`src/rtl/hazard_ctrl_pkg.sv`:
```
// Shared types for the RV32 hazard controller: forwarding selects and
// multi-cycle EX FSM states.
package hazard_ctrl_pkg;

  localparam int REG_AW_DEF = 5;

  typedef enum logic [1:0] {
    FWD_RF  = 2'b00,
    FWD_WB  = 2'b01,
    FWD_MEM = 2'b10
  } fwd_sel_t;

  typedef enum logic {
    IDLE = 1'b0,
    BUSY = 1'b1
  } mc_state_t;

endpackage

```
`src/rtl/hazard_ctrl_mc_busy_fsm.sv`:
```
// Multi-cycle EX busy tracker: holds the op in EX for MC_LAT cycles by raising
// mc_busy for the first MC_LAT-1 of them; frozen while data memory stalls.
module mc_busy_fsm
  import hazard_ctrl_pkg::*;
#(
  parameter int MC_LAT = 4
) (
  input  logic clk,
  input  logic rst_n,
  input  logic mc_start_e,
  input  logic mem_busy,
  output logic mc_busy
);

  localparam int CW = (MC_LAT > 2) ? $clog2(MC_LAT - 1) : 1;
  localparam logic MC_EN = (MC_LAT >= 2);
  localparam logic [CW-1:0] CNT_LOAD = (MC_LAT >= 2) ? CW'(MC_LAT - 2) : '0;

  mc_state_t       state_q, state_d;
  logic [CW-1:0]   cnt_q, cnt_d;

  always_ff @(posedge clk or negedge rst_n) begin
    if (!rst_n) begin
      state_q <= IDLE;
      cnt_q   <= '0;
    end else begin
      state_q <= state_d;
      cnt_q   <= cnt_d;
    end
  end

  // A new start is only accepted from IDLE; cnt==0 in BUSY is the release cycle.
  always_comb begin
    state_d = state_q;
    cnt_d   = cnt_q;
    if (!mem_busy) begin
      case (state_q)
        IDLE: begin
          if (mc_start_e && MC_EN) begin
            state_d = BUSY;
            cnt_d   = CNT_LOAD;
          end
        end
        BUSY: begin
          if (cnt_q == '0) state_d = IDLE;
          else             cnt_d   = cnt_q - CW'(1);
        end
        default: state_d = IDLE;
      endcase
    end
  end

  always_comb begin
    mc_busy = 1'b0;
    case (state_q)
      IDLE:    mc_busy = mc_start_e & MC_EN;
      BUSY:    mc_busy = (cnt_q != '0);
      default: mc_busy = 1'b0;
    endcase
  end

endmodule

```
`src/rtl/hazard_ctrl.sv`:
```
// Pipeline hazard controller: operand forwarding, load-use and multi-cycle
// stalls, branch flushes, memory freeze and saturating stall/flush counters.
module hazard_ctrl
  import hazard_ctrl_pkg::*;
#(
  parameter int REG_AW = REG_AW_DEF,
  parameter int MC_LAT = 4,
  parameter int CNT_W  = 32
) (
  input  logic              clk,
  input  logic              rst_n,
  input  logic [REG_AW-1:0] rs1_d,
  input  logic [REG_AW-1:0] rs2_d,
  input  logic [REG_AW-1:0] rs1_e,
  input  logic [REG_AW-1:0] rs2_e,
  input  logic [REG_AW-1:0] rd_e,
  input  logic [REG_AW-1:0] rd_m,
  input  logic [REG_AW-1:0] rd_w,
  input  logic              regwrite_e,
  input  logic              regwrite_m,
  input  logic              regwrite_w,
  input  logic              load_e,
  input  logic              mc_start_e,
  input  logic              pcsrc_e,
  input  logic              mem_busy,
  input  logic              cnt_clr,
  output logic              stall_f,
  output logic              stall_d,
  output logic              stall_e,
  output logic              stall_m,
  output logic              flush_d,
  output logic              flush_e,
  output logic              flush_m,
  output logic [1:0]        forwarda_e,
  output logic [1:0]        forwardb_e,
  output logic              mc_busy,
  output logic [CNT_W-1:0]  stall_cnt,
  output logic [CNT_W-1:0]  flush_cnt
);

  function automatic fwd_sel_t fwd_pick(input logic [REG_AW-1:0] rs);
    if (regwrite_m && (rd_m != '0) && (rd_m == rs))      return FWD_MEM;
    else if (regwrite_w && (rd_w != '0) && (rd_w == rs)) return FWD_WB;
    else                                                 return FWD_RF;
  endfunction

  function automatic logic [CNT_W-1:0] sat_inc(input logic [CNT_W-1:0] v);
    return (&v) ? v : v + CNT_W'(1);
  endfunction

  fwd_sel_t         fwd_a, fwd_b;
  logic             lu;
  logic             mc_busy_w;
  logic             flush_br;
  logic [CNT_W-1:0] stall_cnt_q, stall_cnt_d;
  logic [CNT_W-1:0] flush_cnt_q, flush_cnt_d;

  mc_busy_fsm #(.MC_LAT(MC_LAT)) u_mc_fsm (
    .clk        (clk),
    .rst_n      (rst_n),
    .mc_start_e (mc_start_e),
    .mem_busy   (mem_busy),
    .mc_busy    (mc_busy_w)
  );

  always_comb begin
    fwd_a = fwd_pick(rs1_e);
    fwd_b = fwd_pick(rs2_e);
  end

  assign forwarda_e = fwd_a;
  assign forwardb_e = fwd_b;
  assign mc_busy    = mc_busy_w;

  assign lu = load_e & regwrite_e & (rd_e != '0) & ((rd_e == rs1_d) | (rd_e == rs2_d));

  // A branch blocked by mem_busy is not lost: EX is held, so pcsrc_e re-presents.
  always_comb begin
    stall_f  = 1'b0;
    stall_d  = 1'b0;
    stall_e  = 1'b0;
    stall_m  = 1'b0;
    flush_d  = 1'b0;
    flush_e  = 1'b0;
    flush_m  = 1'b0;
    flush_br = 1'b0;
    if (mem_busy) begin
      stall_f = 1'b1;
      stall_d = 1'b1;
      stall_e = 1'b1;
      stall_m = 1'b1;
    end else if (mc_busy_w) begin
      stall_f = 1'b1;
      stall_d = 1'b1;
      stall_e = 1'b1;
      flush_m = 1'b1;
    end else if (pcsrc_e) begin
      flush_d  = 1'b1;
      flush_e  = 1'b1;
      flush_br = 1'b1;
    end else if (lu) begin
      stall_f = 1'b1;
      stall_d = 1'b1;
      flush_e = 1'b1;
    end
  end

  always_comb begin
    stall_cnt_d = stall_cnt_q;
    flush_cnt_d = flush_cnt_q;
    if (cnt_clr) begin
      stall_cnt_d = '0;
      flush_cnt_d = '0;
    end else begin
      if (stall_f)  stall_cnt_d = sat_inc(stall_cnt_q);
      if (flush_br) flush_cnt_d = sat_inc(flush_cnt_q);
    end
  end

  always_ff @(posedge clk or negedge rst_n) begin
    if (!rst_n) begin
      stall_cnt_q <= '0;
      flush_cnt_q <= '0;
    end else begin
      stall_cnt_q <= stall_cnt_d;
      flush_cnt_q <= flush_cnt_d;
    end
  end

  assign stall_cnt = stall_cnt_q;
  assign flush_cnt = flush_cnt_q;

endmodule

```
`config.mk`:
```
export PLATFORM = sky130hd
export DESIGN_NAME = hazard_ctrl
export DESIGN_NICKNAME = d
export VERILOG_FILES = /design/src/rtl/hazard_ctrl_pkg.sv /design/src/rtl/hazard_ctrl_mc_busy_fsm.sv /design/src/rtl/hazard_ctrl.sv
export SDC_FILE = /design/constraint.sdc
export NUM_CORES = 1
export LEC_CHECK = 0
export CAP_MARGIN = 20
export CORE_AREA = 2 2 88 133
export DETAILED_ROUTE_END_ITERATION = 12
export DIE_AREA = 0 0 90 135
export PLACE_DENSITY = 0.67
export SLEW_MARGIN = 20
export SYNTH_ARGS = -nofsm -noshare
export SYNTH_HDL_FRONTEND = slang
export SYNTH_SLANG_ARGS = --single-unit
export TNS_END_PERCENT = 5
```
`constraint.sdc`:
```
create_clock -name clk -period 2.59 [get_ports clk]
set_input_delay 0.259 -clock clk [delete_from_list [all_inputs] [get_ports clk]]
set_output_delay 0.259 -clock clk [all_outputs]
set_load 0.05 [all_outputs]
```
==> out/qor.csv <==
metric,value,unit
post-synth top area share,39.0,%
Worst Skew,0.00817,ns
Comb pwr share,31.3,%
Non-Filler Instances,749,
post-route setup slack,0.130,ns
crit-path max FO,3,
Max VDD drop,0.380,mV
# H-tree levels,3,
Num CTS Buffers,9,
Syn-to-layout area delta,40.1,%
DR pass1 iterations,4,
num rows,47,
Die X,90,µm
Period minus WS final,2.46,ns
nature of the critical path endpoint,output port,
#FFs+latches synth,67,
total congestion overflow,0,
final period utilization,95.0,%
Clock Latency Late Sink,0.33,ns
half-perimeter wire length after detailed placement,8.90,mm
Max-slew headroom,63.0,%
DR iter-0 viols,135,
final number of max-transition violations,0,
most frequent cells in the layout,"clkdlybuf4s50_1 (108), dfrtp_1 (67), nor2_1 (39)",
cell taking the most area after synthesis,dfrtp_1,
ys async rst share,100,%
Final setup viols,0,
sequential-to-total area share from yosys stat,39.0,%
total die area,12200,µm²
CP startpoint,rd_m[1],
critical path class,in2out,
Syn Area/Cell,9.20,µm²
WL final,11.7,mm
Sw Ratio,33.7,%
pwr dens,545,nW/µm²
cell internal pwr,0.00218,W
largest net degree at the start of global routing,52,
Starting Density,39.4,%
Lkg Pwr,2.24,nW
vias post-DR,4038,
via/cell ratio,5.39,
antenna-violating nets left,0,
worst min-delay path class,in2async,
Overall Global Routing Usage,20.1,%
CTS tree,built,
fillers,1024,
WL per Instance,15.6,µm
share of cells above drive strength 1,15.1,%
Inserted Diodes,0,
number of enable flip-flop cells after synthesis,0,
"most common cell after layout, fill and taps aside",clkdlybuf4s50_1,
first-pass GRT wire length,20.1,mm
Post-Syn Instances,468,
main flop type after synthesis,dfrtp_1,
Final Hold Viols,0,
clock buffer depth,2,
Tightest Pin Transition,0.550,ns
Final #Nets,645,
boundary pin count,121,
"Reg clk slew, reported paths",0.06,ns
clock root buffer,clkbuf_16,
die height,135,µm
max-cap viol count,0,
Net Sw Power,0.00111,W
Port Buf Inserts,120,
syn nets,516,
count of clock tree sinks,67,
"reg-to-reg slack, setup",0.33,ns
Clk network pwr share,34.5,%
Max Fclk,407,MHz
Flop pwr share,34.1,%
CP required,2.33,ns
Synth Warn #,0,
critical path data arrival time,2.20,ns
post-cts sizing count,0,
core area,10900,µm²
Netlist cell types,55,
RR Startpoint,flush_cnt[0],
CTS Hold Bufs,1,
RSZ-0062 raised after global routing,false,
DP Worst Slack,0.126,ns
startpoint types,input pin,
vias in the first global route,4185,
Residual DRC,0,
"top cells by area, synth","dfrtp_1 (39%), xnor2_1 (7.7%), or3_1 (4.4%)",
initial antenna violation count,0,
gpl congestion,0.872,
setup bufs post-CTS,0,
"Cell Area, Synth",4300,µm²
Placed Cells incl. Taps,732,
outcome,"finished, final reports clean",
## Yosys cell counts (all sizes together), types with 11 or more instances
master / instances
nand4: 16
nor2: 40
a21oi: 39
and3: 11
dfrtp: 67
o21ai: 31
xor2: 16
or3: 30
nor3: 18
xnor2: 38
or4: 11
nor4: 14
nand2: 33
nand3: 33
## layer usage
| metal | part of all wire, % | up-vias | GRT usage [%] |
|---|---|---|---|
| li1 | - | 1956 | - |
| met4 | 1.9 | 0 | 6.84 |
| met5 | 0 | - | 0 |
| met1 | 41 | 1956 | 23.1 |
| met2 | 54 | 109 | 37.3 |
| met3 | 3.5 | 17 | 3.79 |
## path summary, 6_finish.rpt
path / cells past startpoint / endpoint
max: 7 / forwardb_e[0]
min: 2 / stall_cnt[8]
max reg2reg: 7 / flush_cnt[28]
min reg2reg: 2 / u_mc_fsm.cnt_q[0]
max in group asynchronous: 3 / flush_cnt[10]
min in group clk: 2 / stall_cnt[0]
## state kept, by name, indices dropped and copies added, names as in the netlist
signal            cells
flush_cnt            32
stall_cnt            32
u_mc_fsm.cnt_q        2
u_mc_fsm.state_q      1
## metrics by stage
| stage | TNS, ns | area (µm²) | hold WS [ns] | power, W | utilization, % |
|---|---|---|---|---|---|
| finish | 0 | 6030 | 0.393 | 0.00329 | 55.1 |
| global route | 0 | 6030 | 0.427 | 0.00343 | 55.1 |
| CTS | 0 | 6030 | 0.396 | 0.00331 | 55.1 |
| detailed placement | 0 | 5740 | 0.224 | 0.00218 | 52.5 |
| global placement | 0 | 5740 | 0.220 | 0.00216 | 52.5 |
| floorplan | -0.421 | 4320 | -0.0366 | 0.00183 | - |
## critical path, stage by stage
cell and delay, ns:
clkdlybuf4s50_1 0.48, or4_1 0.54, o21ai_0 0.32, nor4_2 0.11, nor4_1 0.19, buf_4 0.17
buf_12 0.12
## cell type report
cell class                 instances  area [µm²]  share of cell area, %
inverter                          11        42.5                  0.706
tap                              147         184                   3.05
clock buffer                      15         268                   4.44
clock inverter                     1        7.51                  0.125
sequential                        67        1680                   27.8
multi-input combinational        372        2490                   41.2
timing repair buffer             136        1360                   22.6
## cell families after synthesis
logic type / synth area share [%]
AND/OR/NAND/NOR: 32.0
adder cells (fa/ha/maj): 0.872
XOR/XNOR: 11.0
AO/OA/AOI/OAI: 12.6
multiplexers: 0.814
buffers and inverters: 3.72
flip-flops: 39.0
## power by group through the flow
| stage | Clock, W | Combinational, W | Sequential [W] |
|---|---|---|---|
| 2_1_floorplan | 0 | 0.000605 | 0.00122 |
| 3_3_place_gp | 0 | 0.00102 | 0.00114 |
| 3_5_place_dp | 0 | 0.00104 | 0.00114 |
| 4_1_cts | 0.00115 | 0.00104 | 0.00112 |
| 5_1_grt | 0.00120 | 0.00110 | 0.00113 |
| 6_report | 0.00114 | 0.00103 | 0.00112 |
No activity file was read; power rests on OpenSTA's default activity.
